### config.mk
export PLATFORM = sky130hd
export DESIGN_NAME = hazard_scoreboard_flat
export DESIGN_NICKNAME = d
export VERILOG_FILES = /design/src/rtl/hazard_scoreboard_if.sv /design/src/rtl/hazard_scoreboard.sv /design/src/flat_wrapper.sv
export SDC_FILE = /design/constraint.sdc
export NUM_CORES = 1
export LEC_CHECK = 0
export CAP_MARGIN = 40
export CORE_ASPECT_RATIO = 0.7
export CORE_UTILIZATION = 40
export DETAILED_ROUTE_END_ITERATION = 10
export PLACE_DENSITY = 0.68
export SLEW_MARGIN = 10
export SYNTH_ARGS = -nofsm -noshare
export SYNTH_HDL_FRONTEND = slang
export SYNTH_SLANG_ARGS = --single-unit
### constraint.sdc
create_clock -name clk -period 2.15 [get_ports clk]
set_input_delay 0.3225 -clock clk [delete_from_list [all_inputs] [get_ports clk]]
set_output_delay 0.3225 -clock clk [all_outputs]
set_load 0.01 [all_outputs]
### src/rtl/hazard_scoreboard_if.sv
// Decode-side bundle between the Controller (master) and the hazard scoreboard (slave).
interface hazard_scoreboard_if #(
   parameter int TW = 3,
   parameter int SW = 2
);
   logic [4:0]    d_rs_addr;
   logic [TW-1:0] d_rs_tuse;
   logic [4:0]    d_rt_addr;
   logic [TW-1:0] d_rt_tuse;
   logic [4:0]    d_wa;
   logic          d_we;
   logic [TW-1:0] d_tnew;
   logic          d_md_start;
   logic          d_md_div;
   logic          d_md_use;
   logic          stall;
   logic [SW-1:0] fwd_rs_sel;
   logic [SW-1:0] fwd_rt_sel;
   logic [SW-1:0] e_fwd_rs_sel;
   logic [SW-1:0] e_fwd_rt_sel;
   logic          md_busy;

   modport master (
      output d_rs_addr, d_rs_tuse, d_rt_addr, d_rt_tuse, d_wa, d_we, d_tnew,
      output d_md_start, d_md_div, d_md_use,
      input  stall, fwd_rs_sel, fwd_rt_sel, e_fwd_rs_sel, e_fwd_rt_sel, md_busy
   );

   modport slave (
      input  d_rs_addr, d_rs_tuse, d_rt_addr, d_rt_tuse, d_wa, d_we, d_tnew,
      input  d_md_start, d_md_div, d_md_use,
      output stall, fwd_rs_sel, fwd_rt_sel, e_fwd_rs_sel, e_fwd_rt_sel, md_busy
   );
endinterface

### src/rtl/hazard_scoreboard.sv
// T_use/T_new stall and forward unit with an NSTAGE-deep writer scoreboard behind D.
// Define HZD_MDU_EN to build the multiply/divide busy counter that stalls HI/LO users.
module hazard_scoreboard #(
   parameter int NSTAGE  = 3,
   parameter int TW      = 3,
   parameter int MUL_LAT = 5,
   parameter int DIV_LAT = 10
) (
   input  logic               clk,
   input  logic               reset,
   hazard_scoreboard_if.slave bus
);
   localparam int SW = $clog2(NSTAGE + 1);
   localparam logic [TW-1:0] TUSE_NONE = TW'(5);

   typedef struct packed {
      logic          v;
      logic [4:0]    wa;
      logic [TW-1:0] tnew;
   } entry_t;

   entry_t s_reg [1:NSTAGE];
   logic   stall;
   logic   md_hazard;
   logic   md_busy;

   // Writer pipeline: s[1] is E; older entries age one stage per cycle regardless of stall.
   always_ff @(posedge clk) begin
      if (reset) begin
         for (int k = 1; k <= NSTAGE; k++) begin
            s_reg[k] <= '0;
         end
      end else begin
         if (stall) begin
            s_reg[1] <= '0;
         end else begin
            s_reg[1].v    <= bus.d_we && (bus.d_wa != 5'd0);
            s_reg[1].wa   <= bus.d_wa;
            s_reg[1].tnew <= bus.d_tnew;
         end
         for (int k = 2; k <= NSTAGE; k++) begin
            s_reg[k].v    <= s_reg[k-1].v;
            s_reg[k].wa   <= s_reg[k-1].wa;
            s_reg[k].tnew <= (s_reg[k-1].tnew == '0) ? '0 : s_reg[k-1].tnew - 1'b1;
         end
      end
   end

   // Operand 0 is rs, operand 1 is rt.
   for (genvar gi = 0; gi < 2; gi++) begin : g_op
      logic [4:0]    addr;
      logic [TW-1:0] tuse;
      logic          hit;
      logic [SW-1:0] hit_k;
      logic [TW-1:0] hit_tnew;
      logic          used;
      logic          hazard;
      logic [SW-1:0] fwd;
      logic [SW-1:0] efwd_reg;

      assign addr = (gi == 0) ? bus.d_rs_addr : bus.d_rt_addr;
      assign tuse = (gi == 0) ? bus.d_rs_tuse : bus.d_rt_tuse;

      // Scan oldest to youngest so the nearest matching producer overrides.
      always_comb begin
         hit      = 1'b0;
         hit_k    = '0;
         hit_tnew = '0;
         for (int k = NSTAGE; k >= 1; k--) begin
            if (s_reg[k].v && (s_reg[k].wa == addr) && (addr != 5'd0)) begin
               hit      = 1'b1;
               hit_k    = SW'(k);
               hit_tnew = s_reg[k].tnew;
            end
         end
      end

      assign used   = hit && (tuse != TUSE_NONE);
      assign hazard = used && ((tuse == '0) ? (hit_tnew != '0) : (hit_tnew > TW'(1)));
      assign fwd    = (used && (hit_tnew == '0)) ? hit_k : '0;

      // Producer one cycle from ready: by E it sits one stage further with tnew 0.
      always_ff @(posedge clk) begin
         if (reset || stall) begin
            efwd_reg <= '0;
         end else if (used && (hit_tnew == TW'(1)) && (tuse != '0)) begin
            efwd_reg <= hit_k;
         end else begin
            efwd_reg <= '0;
         end
      end
   end

`ifdef HZD_MDU_EN
   localparam int CW = $clog2(DIV_LAT + 1);
   logic [CW-1:0] md_cnt_reg;

   always_ff @(posedge clk) begin
      if (reset) begin
         md_cnt_reg <= '0;
      end else if (bus.d_md_start && !stall) begin
         md_cnt_reg <= bus.d_md_div ? CW'(DIV_LAT) : CW'(MUL_LAT);
      end else if (md_cnt_reg != '0) begin
         md_cnt_reg <= md_cnt_reg - 1'b1;
      end
   end

   assign md_busy   = (md_cnt_reg != '0);
   assign md_hazard = bus.d_md_use && md_busy;
`else
   logic md_unused;
   assign md_unused = bus.d_md_start ^ bus.d_md_div ^ bus.d_md_use;
   assign md_busy   = 1'b0;
   assign md_hazard = 1'b0;
`endif

   assign stall = g_op[0].hazard | g_op[1].hazard | md_hazard;

   assign bus.stall        = stall;
   assign bus.fwd_rs_sel   = g_op[0].fwd;
   assign bus.fwd_rt_sel   = g_op[1].fwd;
   assign bus.e_fwd_rs_sel = g_op[0].efwd_reg;
   assign bus.e_fwd_rt_sel = g_op[1].efwd_reg;
   assign bus.md_busy      = md_busy;
endmodule

### src/flat_wrapper.sv
// flat-port wrapper written by rule: the top's interface ports become plain ports
module hazard_scoreboard_flat 
#(
   parameter int NSTAGE  = 3,
   parameter int TW      = 3,
   parameter int MUL_LAT = 5,
   parameter int DIV_LAT = 10
)
  (clk, reset, bus_d_rs_addr, bus_d_rs_tuse, bus_d_rt_addr, bus_d_rt_tuse, bus_d_wa, bus_d_we, bus_d_tnew, bus_d_md_start, bus_d_md_div, bus_d_md_use, bus_stall, bus_fwd_rs_sel, bus_fwd_rt_sel, bus_e_fwd_rs_sel, bus_e_fwd_rt_sel, bus_md_busy);
  hazard_scoreboard_if #(.TW(TW), .SW(2)) bus_i ();
  input  logic clk;
  input  logic reset;
  input wire logic [$bits(bus_i.d_rs_addr)-1:0] bus_d_rs_addr;
  input wire logic [$bits(bus_i.d_rs_tuse)-1:0] bus_d_rs_tuse;
  input wire logic [$bits(bus_i.d_rt_addr)-1:0] bus_d_rt_addr;
  input wire logic [$bits(bus_i.d_rt_tuse)-1:0] bus_d_rt_tuse;
  input wire logic [$bits(bus_i.d_wa)-1:0] bus_d_wa;
  input wire logic [$bits(bus_i.d_we)-1:0] bus_d_we;
  input wire logic [$bits(bus_i.d_tnew)-1:0] bus_d_tnew;
  input wire logic [$bits(bus_i.d_md_start)-1:0] bus_d_md_start;
  input wire logic [$bits(bus_i.d_md_div)-1:0] bus_d_md_div;
  input wire logic [$bits(bus_i.d_md_use)-1:0] bus_d_md_use;
  output wire logic [$bits(bus_i.stall)-1:0] bus_stall;
  output wire logic [$bits(bus_i.fwd_rs_sel)-1:0] bus_fwd_rs_sel;
  output wire logic [$bits(bus_i.fwd_rt_sel)-1:0] bus_fwd_rt_sel;
  output wire logic [$bits(bus_i.e_fwd_rs_sel)-1:0] bus_e_fwd_rs_sel;
  output wire logic [$bits(bus_i.e_fwd_rt_sel)-1:0] bus_e_fwd_rt_sel;
  output wire logic [$bits(bus_i.md_busy)-1:0] bus_md_busy;
  assign bus_i.d_rs_addr = bus_d_rs_addr;
  assign bus_i.d_rs_tuse = bus_d_rs_tuse;
  assign bus_i.d_rt_addr = bus_d_rt_addr;
  assign bus_i.d_rt_tuse = bus_d_rt_tuse;
  assign bus_i.d_wa = bus_d_wa;
  assign bus_i.d_we = bus_d_we;
  assign bus_i.d_tnew = bus_d_tnew;
  assign bus_i.d_md_start = bus_d_md_start;
  assign bus_i.d_md_div = bus_d_md_div;
  assign bus_i.d_md_use = bus_d_md_use;
  assign bus_stall = bus_i.stall;
  assign bus_fwd_rs_sel = bus_i.fwd_rs_sel;
  assign bus_fwd_rt_sel = bus_i.fwd_rt_sel;
  assign bus_e_fwd_rs_sel = bus_i.e_fwd_rs_sel;
  assign bus_e_fwd_rt_sel = bus_i.e_fwd_rt_sel;
  assign bus_md_busy = bus_i.md_busy;
  hazard_scoreboard #(.NSTAGE(NSTAGE), .TW(TW), .MUL_LAT(MUL_LAT), .DIV_LAT(DIV_LAT)) u_core (.clk(clk), .reset(reset), .bus(bus_i));
endmodule
# Word level (Yosys, flattened, before mapping)
# Memory sizes are Yosys's and may differ from the RTL's.
# Index checks and enable logic that the tools add are counted.
dict set report word_totals {
  regBits 4
  ram_bits 27
  mem_count 1
  wordCells 112
  output_inout_bits 10
  in_bits 30
}
# memory words word_bits rd rd_clocked_by_memory_dff write_ports line
set memory_table {}
lappend memory_table {u_core.s_reg 3 9 3 0 3 hazard_scoreboard.sv:22} ;# entry_t s_reg [1:NSTAGE];
dict set report op_classes {
  reduce_logical 39
  muxes 43
  addsub 2
  order_cmp 2
  bitwise 13
  eq_ne 10
}
# cell count
set ops {}
lappend ops {{$mux 3} 11}
lappend ops {{$eq 5x5->1} 6}
lappend ops {{$logic_and 1x1->1} 23}
lappend ops {{$mux 1} 20}
lappend ops {{$logic_not 3->1} 6}
lappend ops {{$mux 2} 8}
lappend ops {{$mux 5} 3}
lappend ops {{$reduce_bool 5->1} 3}
lappend ops {{$reduce_bool 3->1} 4}
lappend ops {{$or 1x1->1} 11}
lappend ops {{$mux 9} 1}
lappend ops {{$eq 3x1->1 const B} 2}
lappend ops {{$gt 3x1->1 const B} 2}
lappend ops {{$ne 3x3->1 const B} 2}
lappend ops {{$sub 3x1->3 const B} 2}
lappend ops {{$reduce_or 2->1} 2}
lappend ops {{$not 1->1} 2}
lappend ops {{$logic_or 1x1->1} 1}

# Longest topological paths before layout
# An unclocked memory read counts as a cell.
dict set report logic_depth {
  depth_word 16
  ltp_mapped 8
  ltp_nobuf 7
}

# Worst setup path after synthesis
# No wires, ideal clock.
dict set report synth_timing {
  path_type {register -> output}
  start {register, netlist name u_core.s_reg[0][12]}
  end {output bus_stall}
  required_time_ps 1827
  path_stages_with_launch 9
  slack_ps -220
  arrival_time_ps 2048
  path_buffers 1
  path_cell_list {edfxtp_1 xor2_1 nor4_1 nand4_1 o211ai_1 o211ai_1 a21oi_1 buf_2 or2_1}
}
# element line
set synth_lines {}
lappend synth_lines {{to (decl)} flat_wrapper.sv:23} ;# output wire logic [$bits(bus_i.stall)-1:0] bus_stall;

# Final worst setup path
dict set report layout_timing {
  start {input bus_d_rt_addr[4]}
  end {output bus_stall}
}
dict set report layout_between {
  elab_chain_len 10
}
# element line
set layout_rtl {}
lappend layout_rtl {{from (decl)} flat_wrapper.sv:15} ;# input wire logic [$bits(bus_i.d_rt_addr)-1:0] bus_d_rt_addr;
lappend layout_rtl {{$eq 5x5->1} hazard_scoreboard.sv:70} ;# if (s_reg[k].v && (s_reg[k].wa == addr) && (addr != 5'd0)) begin
lappend layout_rtl {{$logic_and 1x1->1 (2 in a row)} hazard_scoreboard.sv:70}
lappend layout_rtl {{$mux 3 (3 in a row)} hazard_scoreboard.sv:70}
lappend layout_rtl {{$gt 3x1->1 or $reduce_bool 3->1 (tied branches)} hazard_scoreboard.sv:79} ;# assign hazard = used && ((tuse == '0) ? (hit_tnew != '0) : (hit_tnew > TW'(1)));
lappend layout_rtl {{$mux 1} hazard_scoreboard.sv:79}
lappend layout_rtl {{$logic_and 1x1->1 *} hazard_scoreboard.sv:79}
lappend layout_rtl {{$or 1x1->1 *} hazard_scoreboard.sv:117} ;# assign stall = g_op[0].hazard | g_op[1].hazard | md_hazard;
# Mark *: on every way between the ends. The rest lies on a longest branch, timed or not.

==> results.txt <==
----------------------------------------------------
[STA]
  Count of endpoints failing hold in the final timing report ... 0
  Maximum clock frequency ... roughly 0.38 GHz
  Setup repair after global routing missed its margin ... true
  Worst setup slack after layout ... -513 ps
  Worst clock skew ... 5.92 ps
  Final sum of negative setup slack ... -3920 ps
  Final setup vio count ... 18
  Ratio of final minimum period to clock period ... 124%
  Minimum clock period ... approximately 2700 ps
  Fin. max-slew vios ... 0
  Final hold slack ... 434 ps

[Floorplanning]
  Initial cell density of the core ... approximately two fifths
  Overall die width ... between 80 and 90 µm
  Height of the chip ... 58.1 µm
  Core Region ... 4330 µm²
  Total number of placement rows ... 20
  Number of ports placed on the die boundary ... 40
  Die footprint ... 4780 µm²

[Global route]
  Overall Global Routing Usage ... 23.1%
  Maximum number of pins on one net before global-route repair ... 23
  Number of antenna violations at the first check in global routing ... 0
  Number of global-route vias before repair ... ~1700
  Aggregate global routing overflow ... 0
  Global-route wire length before repair ... 8000 µm

[Setup path]
  Startpoint of the lowest-slack register-to-register path ... u_core.s_reg[0][12]$_SDFFCE_PN0P_
  Sort of element at the start of the critical path ... input port
  Worst endpoint required time ... 1830 ps
  Data arrival time of the worst path ... around 2300 ps
  R2R Setup Slk ... -160 ps
  Largest fanout of any net on the critical path ... 4
  Critical Path End Type ... output port
  Endpoint of the most critical register-to-register path ... u_core.s_reg[0][16]$_SDFFCE_PN0P_
  Cell count of the worst reg-to-reg path ... 10
  Setup CP Type ... in -> out

[Cells and area]
  Inserted Diodes ... 0
  Total of fill cells in the finished design ... roughly 350
  Ratio of cells with drive above 1 in the final layout ... 32.7%
  Final standard cell area without fillers ... 2850 µm²
  Number of cells in the finished layout apart from fillers ... 339
  Footprint of the multi-input gates ... 1220 µm²
  Area delta synth->final ... 58.1%
  Storage cell area ... 711 µm²
  Final net count ... 317
  Number of flip-flops in the largest register ... 27

[Placed design]
  Post-detail-place hpwl ... approximately 3500 µm
  Worst setup slack before clock tree synthesis ... -1020 ps
  Port-buffer cells ... 35
  Global placer's final weighted congestion ... slightly above 0.9
  Placed instance count ... between 300 and 400
  Post-DP Area ... 2480 µm²

[Route]
  Antenna-violating nets left ... 0
  Detailed route wirelength on metal3 ... 280 µm
  Ratio of routed vias to standard cells ... 5.14
  Wire length reported by the detailed router ... 5140 µm
  Post-Route M1 WL ... 2460 µm
  Post-route DRC violation count ... 0
  Highest signal layer in the routed design ... met4
  Count of vias placed by the detailed router ... between 1500 and 2000
  Met2 routed WL ... 2340 µm
  Pre-antenna DRT Iters ... 4
  Detailed Route Iter0 Violations ... 110
  Avg WL per Cell ... 15.2 µm

[Power]
  IR drop worst, VDD ... 0.364 mV
  Switching power ... 384 µW
  Power density of the placed cells ... 533 nW/µm²
  Static power due to leakage ... 0.00116 µW
  Switching Share ... 25.3%
  Part of the power in combinational logic ... 19.4%
  Portion of total power attributed to sequential cells ... 43.6%
  Internal power of the cells ... 1130 µW
  Clock power frac ... 37.0%

[Clocking]
  Total clock sinks ... 31
  Clock root buffer ... sky130_fd_sc_hd__clkbuf_8
  Buffers from clock root to sink, at most ... 2
  H-tree levels ... 2
  Number of CTS-inserted buffers ... 5
  Post-cts hold buffer count ... 0
  Worst skew pair latency ... 290 ps
  Clock tree from TritonCTS ... built
  Clock slew at the register clock pins of the worst setup and hold paths ... 70 ps

[Synthesis]
  Number of warnings issued by yosys ... 0
  Fraction of synthesis flops using an asynchronous set or reset pin ... 0%
  Syn Std Cell Area ... 1800 µm²
  Cells after synthesis ... around 190
  Share of the yosys chip area belonging to registers ... 39.5%
  Unique masters post-synth ... 39
  Synthesis-stage register bit count ... 31
  Number of enable flip-flop cells after synthesis ... 9
  Synthesized area per cell ... 9.43 µm²
  Leading register cell type out of synthesis ... sky130_fd_sc_hd__dfxtp_1

[Run status]
  Status ... finished with violations
  Violated checks ... setup timing

[Hold path]
  Hold EP ... u_core.s_reg[0][27]$_SDFF_PP0_
  Worst Hold Path Cells ... 1
  Worst hold path type ... reg -> reg
  Critical hold path startpoint ... u_core.s_reg[0][18]$_SDFF_PP0_

[Flow run]
  Count of maximum capacitance violations ... 0

----------------------------------------------------
==> layout make-up <==
cell class,count,share of cell area [%]
repair buffers,83,24.8
flip-flops and latches,31,25.0
inverters,8,1.05
clock inverters,3,1.36
multi-input cells,154,43.0
clock buffers,5,2.42
well taps,55,2.42
==> how the worst max path moves through the flow <==
stage | slack [ps] | start | end | cells after the start
3_5_place_dp | -1020 | bus_d_rt_addr[1] | bus_stall | 9
3_3_place_gp | -1010 | bus_d_rt_addr[1] | bus_stall | 9
5_1_grt | -610 | u_core.s_reg[0][15]$_SDFFCE_PN0P_ | bus_stall | 9
6_report | -510 | bus_d_rt_addr[4] | bus_stall | 10
2_1_floorplan | -60 | u_core.s_reg[0][12]$_SDFFCE_PN0P_ | bus_stall | 8
4_1_cts | -470 | u_core.s_reg[0][15]$_SDFFCE_PN0P_ | bus_stall | 9
==> stage by stage <==
| step | utilization, % | total power (µW) |
|---|---|---|
| 2_1_floorplan | - | 797 |
| 3_3_place_gp | 57.3 | 924 |
| 3_5_place_dp | 57.3 | 926 |
| 4_1_cts | 63.3 | 1510 |
| 5_1_grt | 65.8 | 1580 |
| 6_report | 65.8 | 1520 |
==> cell families (layout without fill, tap and decap cells) <==
kind of cell	Yosys count	count (layout)	share of synthesized area (%)
DFF	31	31	39.5
and+or+nand+nor	90	90	31.8
AOI/OAI and AO/OA	20	20	7.51
other	2	10	0.417
xor gates and xnor gates	30	30	14.6
adders and majority gates	4	4	2.78
buffers and inverters	14	99	3.40
==> worst max-delay path: stages <==
cell	delay, ps
sky130_fd_sc_hd__clkdlybuf4s15_1	250
sky130_fd_sc_hd__or4_4	460
sky130_fd_sc_hd__nor2_4	190
sky130_fd_sc_hd__nor4_2	80
sky130_fd_sc_hd__buf_4	160
sky130_fd_sc_hd__buf_4	140
sky130_fd_sc_hd__o211ai_1	220
sky130_fd_sc_hd__nand3_2	120
sky130_fd_sc_hd__or2_4	260
sky130_fd_sc_hd__buf_6	120
==> synth_stat cells, types with 2 or more instances <==
cell | n | area (µm²)
sky130_fd_sc_hd__a21oi_1 | 3 | 15.0
sky130_fd_sc_hd__and3_1 | 2 | 12.5
sky130_fd_sc_hd__buf_4 | 2 | 15.0
sky130_fd_sc_hd__clkbuf_1 | 2 | 7.51
sky130_fd_sc_hd__conb_1 | 2 | 7.51
sky130_fd_sc_hd__dfxtp_1 | 22 | 440
sky130_fd_sc_hd__edfxtp_1 | 9 | 270
sky130_fd_sc_hd__ha_1 | 4 | 50.1
sky130_fd_sc_hd__inv_1 | 8 | 30.0
sky130_fd_sc_hd__nand2_1 | 11 | 41.3
sky130_fd_sc_hd__nand3_1 | 11 | 55.1
sky130_fd_sc_hd__nand3b_1 | 3 | 22.5
sky130_fd_sc_hd__nand4_1 | 5 | 31.3
sky130_fd_sc_hd__nor2_1 | 10 | 37.5
sky130_fd_sc_hd__nor2b_1 | 11 | 68.8
sky130_fd_sc_hd__nor3_1 | 15 | 75.1
sky130_fd_sc_hd__nor4_1 | 6 | 37.5
sky130_fd_sc_hd__nor4b_2 | 8 | 120
sky130_fd_sc_hd__o211ai_1 | 3 | 22.5
sky130_fd_sc_hd__o21a_1 | 3 | 22.5
sky130_fd_sc_hd__o21ai_0 | 5 | 25.0
sky130_fd_sc_hd__xnor2_1 | 12 | 105
sky130_fd_sc_hd__xor2_1 | 18 | 158
==> what timing repair did <==
action,4_1_cts,5_1_grt
gates resized for setup,49,18
buffers inserted,14,5
endpoints found under the setup margin,18,18
pin swaps,22,12
==> power by group through the flow <==
stage	Combinational [µW]	Clock (µW)	Sequential (µW)
6_report	294	561	661
5_1_grt	319	602	664
4_1_cts	272	573	661
3_5_place_dp	253	0	673
3_3_place_gp	250	0	673
2_1_floorplan	131	0	666
==> routing by layer <==
layer | vias to the layer above | track usage, %
li1 | 858 | -
met1 | 826 | 33.3
met2 | 52 | 34.2
met3 | 7 | 5.35
met4 | 0 | 6.77
met5 | - | 0
==> cell usage in the layout, fill, tap and decap left out, types with 9 or more instances in the layout <==
| master | netlist | final |
|---|---|---|
| sky130_fd_sc_hd__buf_4 | 2 | 42 |
| sky130_fd_sc_hd__dfxtp_1 | 22 | 22 |
| sky130_fd_sc_hd__clkdlybuf4s50_1 | 0 | 20 |
| sky130_fd_sc_hd__xor2_1 | 18 | 18 |
| sky130_fd_sc_hd__nor3_1 | 15 | 11 |
| sky130_fd_sc_hd__nor2b_1 | 11 | 11 |
| sky130_fd_sc_hd__nand2_1 | 11 | 10 |
| sky130_fd_sc_hd__xnor2_1 | 12 | 10 |
| sky130_fd_sc_hd__conb_1 | 2 | 10 |
| sky130_fd_sc_hd__nor2_1 | 10 | 9 |
| sky130_fd_sc_hd__edfxtp_1 | 9 | 9 |
Power figures use the tool's default switching activity.
